## src/rtl/pet2001_prg_loader.sv

```systemverilog
// pet2001_prg_loader
//   Streams a .PRG file from the host download interface into the PET's 16K
//   main RAM through the DMA write port, then patches the BASIC end-of-program
//   pointers (VARTAB/ARYTAB/STREND) so the loaded program can RUN directly.
//
//   A .PRG file is a little-endian 16-bit load address followed by payload.
//   Payload landing at or above RAM_TOP is dropped and flagged in err.
//
// Ports
//   clk            system clock (shared with the PET hardware block)
//   reset_n        asynchronous active-low reset
//   ioctl_download high for the duration of a file transfer
//   ioctl_wr       one-cycle strobe, ioctl_dout valid
//   ioctl_dout     file byte
//   ioctl_wait     host must hold further strobes (pointer phase)
//   dma_addr       RAM write address
//   dma_din        RAM write data
//   dma_we         RAM write strobe, one-cycle pulse
//   busy           download or pointer phase in progress
//   done           sticky, last load completed
//   err            sticky, last load truncated or malformed
module pet2001_prg_loader #(
   parameter logic [13:0] PTR_BASE = 14'h002A,
   parameter logic [16:0] RAM_TOP  = 17'h04000,
   parameter logic        PTR_EN   = 1'b1
) (
   input  logic        clk,
   input  logic        reset_n,
   input  logic        ioctl_download,
   input  logic        ioctl_wr,
   input  logic [7:0]  ioctl_dout,
   output logic        ioctl_wait,
   output logic [13:0] dma_addr,
   output logic [7:0]  dma_din,
   output logic        dma_we,
   output logic        busy,
   output logic        done,
   output logic        err
);

   typedef enum logic [2:0] {
      S_IDLE,
      S_HDR_LO,
      S_HDR_HI,
      S_DATA,
      S_PTR,
      S_FIN
   } state_t;

   state_t      r_state;
   logic        r_rst_meta;
   logic        r_rst_sync;
   logic        r_dl_q;
   logic        r_restart;
   logic [7:0]  r_load_lo;
   logic [16:0] r_cur;
   logic [15:0] r_end;
   logic [2:0]  r_ptr_idx;
   logic        r_wait;
   logic [13:0] r_dma_addr;
   logic [7:0]  r_dma_din;
   logic        r_dma_we;
   logic        r_busy;
   logic        r_done;
   logic        r_err;

   logic        w_rst_n;
   logic        w_dl_rise;
   logic [15:0] w_end;
   logic [7:0]  w_ptr_data;

   // Reset asserts immediately but releases on a clock edge, so the state
   // machine never sees a partial deassertion.
   always_ff @(posedge clk or negedge reset_n) begin
      if (!reset_n) begin
         r_rst_meta <= 1'b0;
         r_rst_sync <= 1'b0;
      end else begin
         r_rst_meta <= 1'b1;
         r_rst_sync <= r_rst_meta;
      end
   end

   assign w_rst_n   = r_rst_sync;
   assign w_dl_rise = ioctl_download & ~r_dl_q;

   // cur is 17 bits wide so a load near 16'hFFFF keeps counting past RAM_TOP
   // instead of wrapping back into low RAM.
   always_comb begin
      w_end = r_cur[15:0];
      if (r_cur >= RAM_TOP) w_end = RAM_TOP[15:0];
   end

   // Pointer bytes are lo/hi pairs, so even slots take the low byte.
   assign w_ptr_data = r_ptr_idx[0] ? r_end[15:8] : r_end[7:0];

   always_ff @(posedge clk or negedge w_rst_n) begin
      if (!w_rst_n) begin
         r_state    <= S_IDLE;
         r_dl_q     <= 1'b0;
         r_restart  <= 1'b0;
         r_load_lo  <= 8'h00;
         r_cur      <= 17'h00000;
         r_end      <= 16'h0000;
         r_ptr_idx  <= 3'd0;
         r_wait     <= 1'b0;
         r_dma_addr <= 14'h0000;
         r_dma_din  <= 8'h00;
         r_dma_we   <= 1'b0;
         r_busy     <= 1'b0;
         r_done     <= 1'b0;
         r_err      <= 1'b0;
      end else begin
         r_dl_q   <= ioctl_download;
         r_dma_we <= 1'b0;
         r_wait   <= 1'b0;
         case (r_state)
            S_IDLE: begin
               if (w_dl_rise) begin
                  r_state <= S_HDR_LO;
                  r_done  <= 1'b0;
                  r_err   <= 1'b0;
                  r_busy  <= 1'b1;
               end
            end
            // Download ending during the header means the file is under 2 bytes.
            S_HDR_LO: begin
               if (!ioctl_download) begin
                  r_err   <= 1'b1;
                  r_state <= S_FIN;
               end else if (ioctl_wr) begin
                  r_load_lo <= ioctl_dout;
                  r_state   <= S_HDR_HI;
               end
            end
            S_HDR_HI: begin
               if (!ioctl_download) begin
                  r_err   <= 1'b1;
                  r_state <= S_FIN;
               end else if (ioctl_wr) begin
                  r_cur   <= {1'b0, ioctl_dout, r_load_lo};
                  r_state <= S_DATA;
               end
            end
            S_DATA: begin
               if (!ioctl_download) begin
                  r_end     <= w_end;
                  r_ptr_idx <= 3'd0;
                  if (PTR_EN) begin
                     r_state <= S_PTR;
                     r_wait  <= 1'b1;
                  end else begin
                     r_state <= S_FIN;
                  end
               end else if (ioctl_wr) begin
                  if (r_cur < RAM_TOP) begin
                     r_dma_we   <= 1'b1;
                     r_dma_addr <= r_cur[13:0];
                     r_dma_din  <= ioctl_dout;
                  end else begin
                     r_err <= 1'b1;
                  end
                  r_cur <= r_cur + 17'd1;
               end
            end
            // ioctl_wait stays high through the cycle that shows the last
            // pointer write; host strobes here are ignored.
            S_PTR: begin
               r_wait     <= 1'b1;
               r_dma_we   <= 1'b1;
               r_dma_addr <= PTR_BASE + {11'd0, r_ptr_idx};
               r_dma_din  <= w_ptr_data;
               r_ptr_idx  <= r_ptr_idx + 3'd1;
               if (w_dl_rise) r_restart <= 1'b1;
               if (r_ptr_idx == 3'd5) begin
                  r_restart <= 1'b0;
                  if (r_restart || w_dl_rise) begin
                     r_state <= S_HDR_LO;
                     r_done  <= 1'b0;
                     r_err   <= 1'b0;
                  end else begin
                     r_state <= S_FIN;
                  end
               end
            end
            S_FIN: begin
               r_busy  <= 1'b0;
               r_done  <= 1'b1;
               r_state <= S_IDLE;
               // A new download starting on this very cycle would otherwise be
               // missed by the IDLE edge detector.
               if (w_dl_rise) begin
                  r_state <= S_HDR_LO;
                  r_busy  <= 1'b1;
                  r_done  <= 1'b0;
                  r_err   <= 1'b0;
               end
            end
            default: r_state <= S_IDLE;
         endcase
      end
   end

   assign ioctl_wait = r_wait;
   assign dma_addr   = r_dma_addr;
   assign dma_din    = r_dma_din;
   assign dma_we     = r_dma_we;
   assign busy       = r_busy;
   assign done       = r_done;
   assign err        = r_err;

endmodule

```

## config.mk

```make
export PLATFORM = sky130hd
export DESIGN_NAME = pet2001_prg_loader
export DESIGN_NICKNAME = d
export VERILOG_FILES = /design/src/rtl/pet2001_prg_loader.sv
export SDC_FILE = /design/constraint.sdc
export NUM_CORES = 1
export LEC_CHECK = 0
export CORE_AREA = 2 2 91 85
export DETAILED_ROUTE_END_ITERATION = 12
export DIE_AREA = 0 0 93 87
export PLACE_DENSITY = 0.76
export SYNTH_ARGS = -nofsm -noshare
export SYNTH_HDL_FRONTEND = slang
export SYNTH_SLANG_ARGS = --single-unit
```

## constraint.sdc

```tcl
create_clock -name clk -period 3.1 [get_ports clk]
set_clock_uncertainty 0.1 [all_clocks]
set_input_delay 0.62 -clock clk [delete_from_list [all_inputs] [get_ports clk]]
set_output_delay 0.62 -clock clk [all_outputs]
set_load 0.1 [all_outputs]
```

== Yosys cells after proc, flatten, opt, wreduce, memory -nomap -nowiden ==
Cells that the tools add are included.

* Equal/unequal tests: 20
* Bitwise operators: 3
* Reduce and logical (&&, ||, !) cells: 20
* Mux-type cells: 47
* Add/sub/neg operators: 3
* Order comparisons: 2

{| class="wikitable"
|+ Operators by type and width
! kind !! count
|-
| 2-to-1 mux 17 bit || 4
|-
| 2-to-1 mux 14 bit || 3
|-
| one-hot mux 17 bit (2 select lines) || 1
|-
| 2-to-1 mux 8 bit || 4
|-
| one-hot mux 14 bit (2 select lines) || 1
|-
| 2-to-1 mux 3 bit || 9
|-
| inequality test 2 bit (second input constant) || 11
|-
| one-hot mux 3 bit (6 select lines) || 1
|-
| adder 17 x 1 -> 17 bit (second input constant) || 1
|-
| greater-or-equal comparator 17 x 15 -> 1 bit (second input constant) || 1
|-
| < comparator 17 x 15 -> 1 bit (second input constant) || 1
|-
| 2-to-1 mux 1 bit || 16
|-
| 2-to-1 mux 16 bit || 1
|-
| one-hot mux 8 bit (2 select lines) || 1
|-
| AND reduction 5 bit || 2
|-
| equality test 3 bit (second input constant) || 3
|-
| AND reduction 2 bit || 4
|-
| AND reduction 4 bit || 2
|-
| AND reduction 8 bit || 1
|-
| nonzero test 2 bit || 4
|-
| adder 6 x 3 -> 7 bit (first input constant) || 1
|-
| equality test 3 x 2 -> 1 bit (second input constant) || 2
|-
| inequality test 3 bit (second input constant) || 2
|-
| one-hot mux 1 bit (2 select lines) || 3
|-
| other kinds (14) || 16
|}

* Flip-flop bits (word level): 78
* Output and inout port bits: 27
* Input bits: 12
* Word-level logic and storage cells: 111

== Depth between registers and ports, before layout ==
Gate-level depths: netlist of run 1.

* Word-level depth: 6
* Depth in mapped cells: 7
* Depth with buffers taken out: 6

== Worst setup path before layout of run 1 ==
No wires, ideal clock.

* Kind: input port to flip-flop
* Start point: in ioctl_download
* End point: reg r_err, in the netlist err
* Setup slack: 1428 ps
* Setup time: 68 ps
* Stages on the path: 5
* Data required time: 2932 ps
* Arrival time: 1504 ps
* Buffers on the path: 1
* Cells stage by stage: buf_4 -> nand2_1 -> o21a_1 -> a2111oi_2 -> o32a_1

* Cells in the longest elaborated chain, start to end: 4
* Elaborated cells between the ends (all ways): 7
* Those cells by class: eq/ne (4); bitwise (1); reduce/logical (2)

{| class="wikitable"
|+ Ends and longest elaborated chain
! what !! RTL line !! text
|-
| from (decl) || 29 || <nowiki>input logic ioctl_download,</nowiki>
|-
| AND 1 bit || 85 || <nowiki>assign w_dl_rise = ioctl_download & ~r_dl_q;</nowiki>
|-
| logical OR 1 bit || 177 || <nowiki>if (r_restart || w_dl_rise) begin</nowiki>
|-
| inequality test 2 bit (no source line) || -- ||
|-
| AND reduction 8 bit (no source line) * || -- ||
|-
| to (signal assigned) || 112 || <nowiki>r_err <= 1'b0;</nowiki>
|-
| to (signal assigned) || 180 || <nowiki>r_err <= 1'b0;</nowiki>
|-
| to (signal assigned) || 196 || <nowiki>r_err <= 1'b0;</nowiki>
|-
| to (decl) || 65 || <nowiki>logic r_err;</nowiki>
|}

Every way passes the cells marked *; elsewhere a longest branch is shown, timed or not.
A chain may end at the register's enable or synchronous reset.

== Worst setup path in the final report of run 1 ==
* Start point: in ioctl_download
* End point: reg r_cur[13]

* Cells in the longest elaborated chain, start to end: 2
* Elaborated cells between the ends (all ways): 3
* Those cells by class: eq/ne (2); reduce/logical (1)

{| class="wikitable"
|+ Ends and longest elaborated chain
! what !! RTL line !! text
|-
| inequality test 2 bit (no source line) || -- ||
|-
| AND reduction 5 bit (no source line) * || -- ||
|-
| to (signal assigned) || 141 || <nowiki>r_cur <= {1'b0, ioctl_dout, r_load_lo};</nowiki>
|-
| to (signal assigned) || 163 || <nowiki>r_cur <= r_cur + 17'd1;</nowiki>
|-
| to (decl) || 56 || <nowiki>logic [16:0] r_cur;</nowiki>
|}

Marks and branches as above.

==> flow_metrics.tcl, run 1 <==
set metrics [dict create \
    grt_first_pass_wirelength_mm 14.39 \
    dr.first_iter.drc_count 177 \
    pin_count_of_the_biggest_net_entering_global_routing 49 \
    drt-met1-wl_mm 3.918 \
    synth_largest_area_cell "sky130_fd_sc_hd__dfrtp_1" \
    ys.flop_type "sky130_fd_sc_hd__dfrtp_1" \
    layout.nets 448 \
    tightest_slew_ns 0.6953 \
    outcome "completed" \
    seq_area_sq_um 1953 \
    routed-via-count 3129 \
    cts_buffers 9 \
    post_synth_main_area_contributors "sky130_fd_sc_hd__dfrtp_1 51%, sky130_fd_sc_hd__nand2_1 6.8%, sky130_fd_sc_hd__a21oi_1 4.5%, sky130_fd_sc_hd__o21ai_0 4.2%, sky130_fd_sc_hd__mux2i_1 2.9%" \
    worst_ep_required_time_ns 3.22 \
    post_synthesis_cell_count 403 \
    count_of_endpoints_failing_hold_in_the_final_timing_report 0 \
    post-route-drc-count 0 \
    criticalPathCategory "input port to flip-flop" \
    floorplan.core_area_sq_um 7207 \
    insertion_delay_ns 0.36 \
    diodes 0 \
    yosys-top-cells-count "78 x sky130_fd_sc_hd__dfrtp_1, 69 x sky130_fd_sc_hd__nand2_1, 34 x sky130_fd_sc_hd__a21oi_1" \
    start_util_pct 52.99 \
    slew_viol_final 0 \
    hold_path_class "flip-flop to asynchronous set/reset pin" \
    clock_tree_from_tritoncts "done" \
    area.growth.synth_to_final_pct 14.91 \
    post-synth-top-count-cell "sky130_fd_sc_hd__dfrtp_1" \
    critical_path.slowest_cell "sky130_fd_sc_hd__clkdlybuf4s50_1" \
    dp_hpwl_mm 5.860 \
    drive_above_1_share_pct 16.28 \
    gr-total-overflow 0 \
    fp.dieArea_sq_um 8091 \
    drt-pass1-iter-count 5 \
    final-setup-viol-count 0 \
    number_of_synthesized_flops_with_an_enable_pin 0 \
    vias_per_cell 5.882 \
    fmax_ghz 0.4373 \
    highest-signal-layer "met4" \
    count_of_yosys_warnings_during_synthesis 0 \
    relSlewSlack_pct 53.65 \
    crit_chain "clkdlybuf4s50_1 -> nand4b_2 -> nor3_2 -> and3_1 -> a311oi_1" \
    reg2reg_slack_ns 0.86 \
    first_global_vias 2804 \
    synth.cell_area_sq_um 3819 \
    startpoint_type "input port" \
    worst_ep_arrival_time_ns 2.40 \
    post-cts-setup-buffers 0 \
    worst_setup_hold_path_clk_slew_ns 0.08 \
    ys_ff_latch 78 \
    mean_routed_wirelength_per_cell_um 16.16 \
    wl_met3_um 556 \
    die_height_um 87 \
    gpl.final_weighted_congestion 0.8561 \
    max_cap_viols 0 \
    critical-path-max-stage-delay_ns 0.64 \
    number_of_antenna_violations_at_the_first_check_in_global_routing 0 \
    antenna_violating_nets_left 0 \
    yosysTopAreaCellShare_pct 51.11 \
    h-tree-depth 3 \
    post_cts_resized 0 \
    clock-sinks 78 \
    n_fill_cell 632 \
    setup_ws_ns 0.8132 \
    grt_setup_unrepaired "false" \
    worstPathMaxFanout 14 \
    synth.distinct_cells 59 \
    path_delay_family "simple AND/OR/NAND/NOR gates" \
    detail_route.wirelength_mm 8.599 \
    multiInputGateArea_sq_um 1715 \
    cts-hold-fix-buffers 0 \
    postSynthAreaPerCell_sq_um 9.476 \
    min_tclk_post_route_ns 2.287 \
    die_width_um 93 \
    period_share_pct 73.77 \
    synth.net_count 420 \
    port_buffers 38 \
    cts-root-buf "sky130_fd_sc_hd__clkbuf_8" \
    tns_ns 0 \
    floorplan.io_pins 39 \
    endpoint_kind "flip-flop" \
    post-place-ws_ns 0.4477 \
    grt_use_total_pct 23.16 \
    fraction_of_synthesis_flops_using_an_asynchronous_set_or_reset_pin_pct 100.0 \
    critical_path_buf_inv_count 1 \
    wl_met2_mm 3.950 \
    cts_buffer_depth 2 \
    synth.yosys.seq_area_share_pct 51.11 \
    floorplan.rows 30 \
]
-- worst register-to-register path, cell delays in order (launching register included) --
cell                      delay, ns
sky130_fd_sc_hd__dfrtp_1       0.75
sky130_fd_sc_hd__and3b_1       0.41
sky130_fd_sc_hd__a41oi_4       0.31
sky130_fd_sc_hd__buf_4         0.38
sky130_fd_sc_hd__nand2_1       0.13
sky130_fd_sc_hd__o21ai_1       0.09
-- through the flow --
stage                     util [%]  instances  hold slack [ns]  instance area [sq um]
after detailed placement     58.39        516           0.2366                   4208
after floorplan                  -        403           0.2244                   3819
after global placement       58.39        516           0.2269                   4208
final                        60.89        532           0.2157                   4388
after CTS                    60.89        532           0.2448                   4388
after global routing         60.89        532           0.2722                   4388
-- cells by family after synthesis --
group | share of synthesized area, %
compound gates | 20.15
other cells | 0.09820
flops | 51.11
buf+inv | 4.259
simple gates | 17.20
fa+ha+maj | 1.638
mux | 5.538
-- sequential cells by signal, indices dropped and copies added (netlist names) --
| signal | count |
|---|---|
| err | 1 |
| r_state | 3 |
| r_load_lo | 8 |
| dma_addr | 14 |
| r_restart | 1 |
| r_cur | 17 |
| busy | 1 |
| r_ptr_idx | 3 |
| dma_din | 8 |
| dma_we | 1 |
| r_dl_q | 1 |
| r_rst_meta | 1 |
| ioctl_wait | 1 |
| r_rst_sync | 1 |
| done | 1 |
| r_end | 16 |
-- layout make-up --
class                           instances  share of cell area, %
Clock buffer                            9                  2.823
Clock inverter                          7                  1.283
Inverter                                7                 0.5988
Multi-Input combinational cell        288                  39.09
Sequential cell                        78                  44.51
Tap cell                               96                  2.737
Timing Repair Buffer                   47                  8.954
-- metal layers --
metal  global-route usage [%]  vias to the layer above
li1                         -                     1494
met1                    33.31                     1506
met2                    34.06                      116
met3                    4.935                       13
met4                    10.16                        0
met5                        0                        -
-- worst paths after layout --
| check | startpoint | end | cells after the start |
|---|---|---|---|
| worst max-delay path | ioctl_download | r_cur[13] | 5 |
| worst min-delay path | r_rst_sync | r_end[14] | 0 |
| worst max register to register | r_state[2] | dma_din[6] | 5 |
| worst min register to register | r_rst_sync | r_end[14] | 0 |
| max in group asynchronous | r_rst_sync | dma_addr[3] | 1 |
| min in group clk | r_rst_meta | r_rst_sync | 0 |
-- placed cells by master (no fill, tap or decap), types with 2 or more instances in the layout --
master,n
sky130_fd_sc_hd__and3_1,4
sky130_fd_sc_hd__mux2_2,8
sky130_fd_sc_hd__nand2b_1,5
sky130_fd_sc_hd__buf_4,35
sky130_fd_sc_hd__clkinv_4,2
sky130_fd_sc_hd__a311oi_1,7
sky130_fd_sc_hd__o22ai_1,4
sky130_fd_sc_hd__o221ai_1,2
sky130_fd_sc_hd__and2_1,2
sky130_fd_sc_hd__a2bb2oi_1,2
sky130_fd_sc_hd__o21ai_1,20
sky130_fd_sc_hd__or3_1,2
sky130_fd_sc_hd__o22a_1,2
sky130_fd_sc_hd__inv_1,6
sky130_fd_sc_hd__o2bb2ai_1,2
sky130_fd_sc_hd__nor3_2,2
sky130_fd_sc_hd__nand3_1,6
sky130_fd_sc_hd__a31oi_1,2
sky130_fd_sc_hd__inv_6,3
sky130_fd_sc_hd__a21oi_1,34
sky130_fd_sc_hd__clkdlybuf4s50_1,11
sky130_fd_sc_hd__clkbuf_8,9
sky130_fd_sc_hd__o21ai_0,32
sky130_fd_sc_hd__ha_1,5
sky130_fd_sc_hd__nor2_1,25
sky130_fd_sc_hd__o21a_1,2
sky130_fd_sc_hd__nand2_1,69
sky130_fd_sc_hd__dfrtp_1,77
sky130_fd_sc_hd__nor3_1,7
sky130_fd_sc_hd__o32ai_1,2
sky130_fd_sc_hd__nand4_1,3
sky130_fd_sc_hd__o31ai_1,2
sky130_fd_sc_hd__mux2i_1,11
Power of run 1 is left out: the tool's default activity adds up to more than one toggle a clock period on the data nets, which glitch-free logic cannot reach.
==> run 2, diff against run 1 <==
CORE_AREA = 2 2 95 88   (was 2 2 91 85)
DIE_AREA = 0 0 97 90   (was 0 0 93 87)
PLACE_DENSITY = 0.74   (was 0.76)
clock period = 2 ns   (was 3.1 ns; I/O delays follow)
==> run 2 against run 1 <==
Against the previous run:
- count of clock-buffer cells in the layout rose by 1
- global-route usage fell by 1.7 points
- core utilization rose by 2.2 points
- first-iteration DRC count fell by 14%
- flip-flop and latch count did not move
- critical path depth rose by 1
- sequential share of layout area fell by 4.8 points
- register-to-register slack got worse by 0.69 ns
- setup slack got worse by 0.65 ns
- via count rose by 1.8%
- cell area rose by 12%
- critical path type unchanged
- critical endpoint is now err
==> flow_metrics.tcl, run 2 (synthesized netlist as in run 1, its figures left out) <==
set metrics [dict create \
    final-setup-viol-count 0 \
    pwr_density_cell_nw_per_um2 1857 \
    fmax_ghz 0.5441 \
    p_leak_nw 2.170 \
    grt_setup_unrepaired "false" \
    number_of_antenna_violations_at_the_first_check_in_global_routing 0 \
    worst_ep_arrival_time_ns 1.97 \
    start_util_pct 48.98 \
    post-cts-setup-buffers 0 \
    min_tclk_post_route_ns 1.838 \
    wl_met2_mm 4.064 \
    slew_viol_final 0 \
    mostFrequentLayoutCell "sky130_fd_sc_hd__dfrtp_1" \
    h-tree-depth 3 \
    max_cap_viols 0 \
    gpl.final_weighted_congestion 0.9247 \
    wl_met3_um 551 \
    final_design_area_no_fill_sq_um 4917 \
    floorplan.io_pins 39 \
    die_height_um 90 \
    mean_routed_wirelength_per_cell_um 16.31 \
    drt-met1-wl_mm 4.301 \
    post-route-drc-count 0 \
    setup_ws_ns 0.1622 \
    detail_route.wirelength_mm 9.103 \
    antenna_violating_nets_left 0 \
    period_share_pct 91.89 \
    post-place-ws_ns -0.1588 \
    clock-sinks 78 \
    insertion_delay_ns 0.35 \
    first_global_vias 3011 \
    registers.top_by_ff_count "r_cur" \
    drt-pass1-iter-count 4 \
    cts_buffers 9 \
    commonest_cells_after_routing_fill_and_taps_aside "77 x sky130_fd_sc_hd__dfrtp_1, 69 x sky130_fd_sc_hd__nand2_1, 34 x sky130_fd_sc_hd__a21oi_1, 32 x sky130_fd_sc_hd__o21ai_0, 31 x sky130_fd_sc_hd__buf_4" \
    hold_path_class "input port to asynchronous set/reset pin" \
    worst_ep_required_time_ns 2.13 \
    endpoint_kind "flip-flop" \
    vdd_ir_drop_max_uv 847.1 \
    seq_area_sq_um 1953 \
    placed_cell_area_sq_um 4711 \
    diodes 0 \
    drive_above_1_share_pct 20.48 \
    clock_tree_from_tritoncts "done" \
    largest_register_ffs 17 \
    cts_buffer_depth 2 \
    die_width_um 97 \
    layout.nets 471 \
    highest-signal-layer "met4" \
    multiInputGateArea_sq_um 1704 \
    cts-hold-fix-buffers 0 \
    post_cts_resized 0 \
    floorplan.rows 31 \
    worst_setup_hold_path_clk_slew_ns 0.08 \
    dp_hpwl_mm 6.529 \
    grt_first_pass_wirelength_mm 15.17 \
    grt_use_total_pct 21.45 \
    n_fill_cell 657 \
    tns_ns 0 \
    vias_per_cell 5.706 \
    outcome "completed" \
    pin_count_of_the_biggest_net_entering_global_routing 77 \
    worstPathMaxFanout 9 \
    port_buffers 38 \
    fp.dieArea_sq_um 8730 \
    area.growth.synth_to_final_pct 28.77 \
    gr-total-overflow 0 \
    cts-root-buf "sky130_fd_sc_hd__clkbuf_8" \
    dr.first_iter.drc_count 153 \
    criticalPathCategory "input port to flip-flop" \
    routed-via-count 3184 \
    startpoint_type "input port" \
    floorplan.core_area_sq_um 7796 \
    count_of_endpoints_failing_hold_in_the_final_timing_report 0 \
]
run 2: final cells by class:
type / instances / share of cell area [%]
Timing Repair Buffer: 70 / 18.37
Clock inverter: 6 / 1.399
Tap cell: 99 / 2.519
Inverter: 7 / 0.5344
Clock buffer: 10 / 2.799
Multi-Input combinational cell: 288 / 34.66
Sequential cell: 78 / 39.72
run 2: power breakdown:
part	switching (W)	internal, W
Clock	0.000615	0.000617
Combinational	0.00316	0.00183
Sequential	0.000694	0.00222
Total	0.00447	0.00466
run 2: final timing paths:
kind,from,endpoint,slack (ns),depth (start not counted)
worst min register to register,r_rst_sync,r_load_lo[2],0.18,1
min in group clk,r_rst_meta,r_rst_sync,0.26,0
worst min-delay path,reset_n,r_rst_meta,0.10,1
worst max register to register,r_state[2],err,0.17,5
max in group asynchronous,r_rst_sync,r_state[0],1.29,1
worst max-delay path,ioctl_download,err,0.16,6
run 2: layer usage:
metal	vias up	track usage, %
li1	1537	-
met1	1504	31.63
met2	128	32.12
met3	15	3.577
met4	0	7.629
met5	-	0
run 2: stage by stage:
step,hold slack [ns],power (W),cells,util [%]
3_3_place_gp,0.2170,0.007799,542,60.42
2_1_floorplan,0.004409,0.006067,403,-
4_1_cts,0.09005,0.009152,558,63.07
5_1_grt,0.09260,0.009611,558,63.07
6_report,0.1010,0.009133,558,63.07
3_5_place_dp,0.2165,0.007910,542,60.42
run 2: critical path, cell delays in order:
cell and delay, ns:
sky130_fd_sc_hd__clkdlybuf4s50_1 0.62, sky130_fd_sc_hd__buf_4 0.22, sky130_fd_sc_hd__nand2b_1 0.09, sky130_fd_sc_hd__a22oi_1 0.22
sky130_fd_sc_hd__a21oi_1 0.12, sky130_fd_sc_hd__o32a_1 0.31
(Power assumes the default switching activity.)
==> run 3, diff against run 2 <==
SLEW_MARGIN = 5   (was unset)
==> results of run 3 <==
Same layout as run 2: the final DEF is identical, and so are final timing and power.
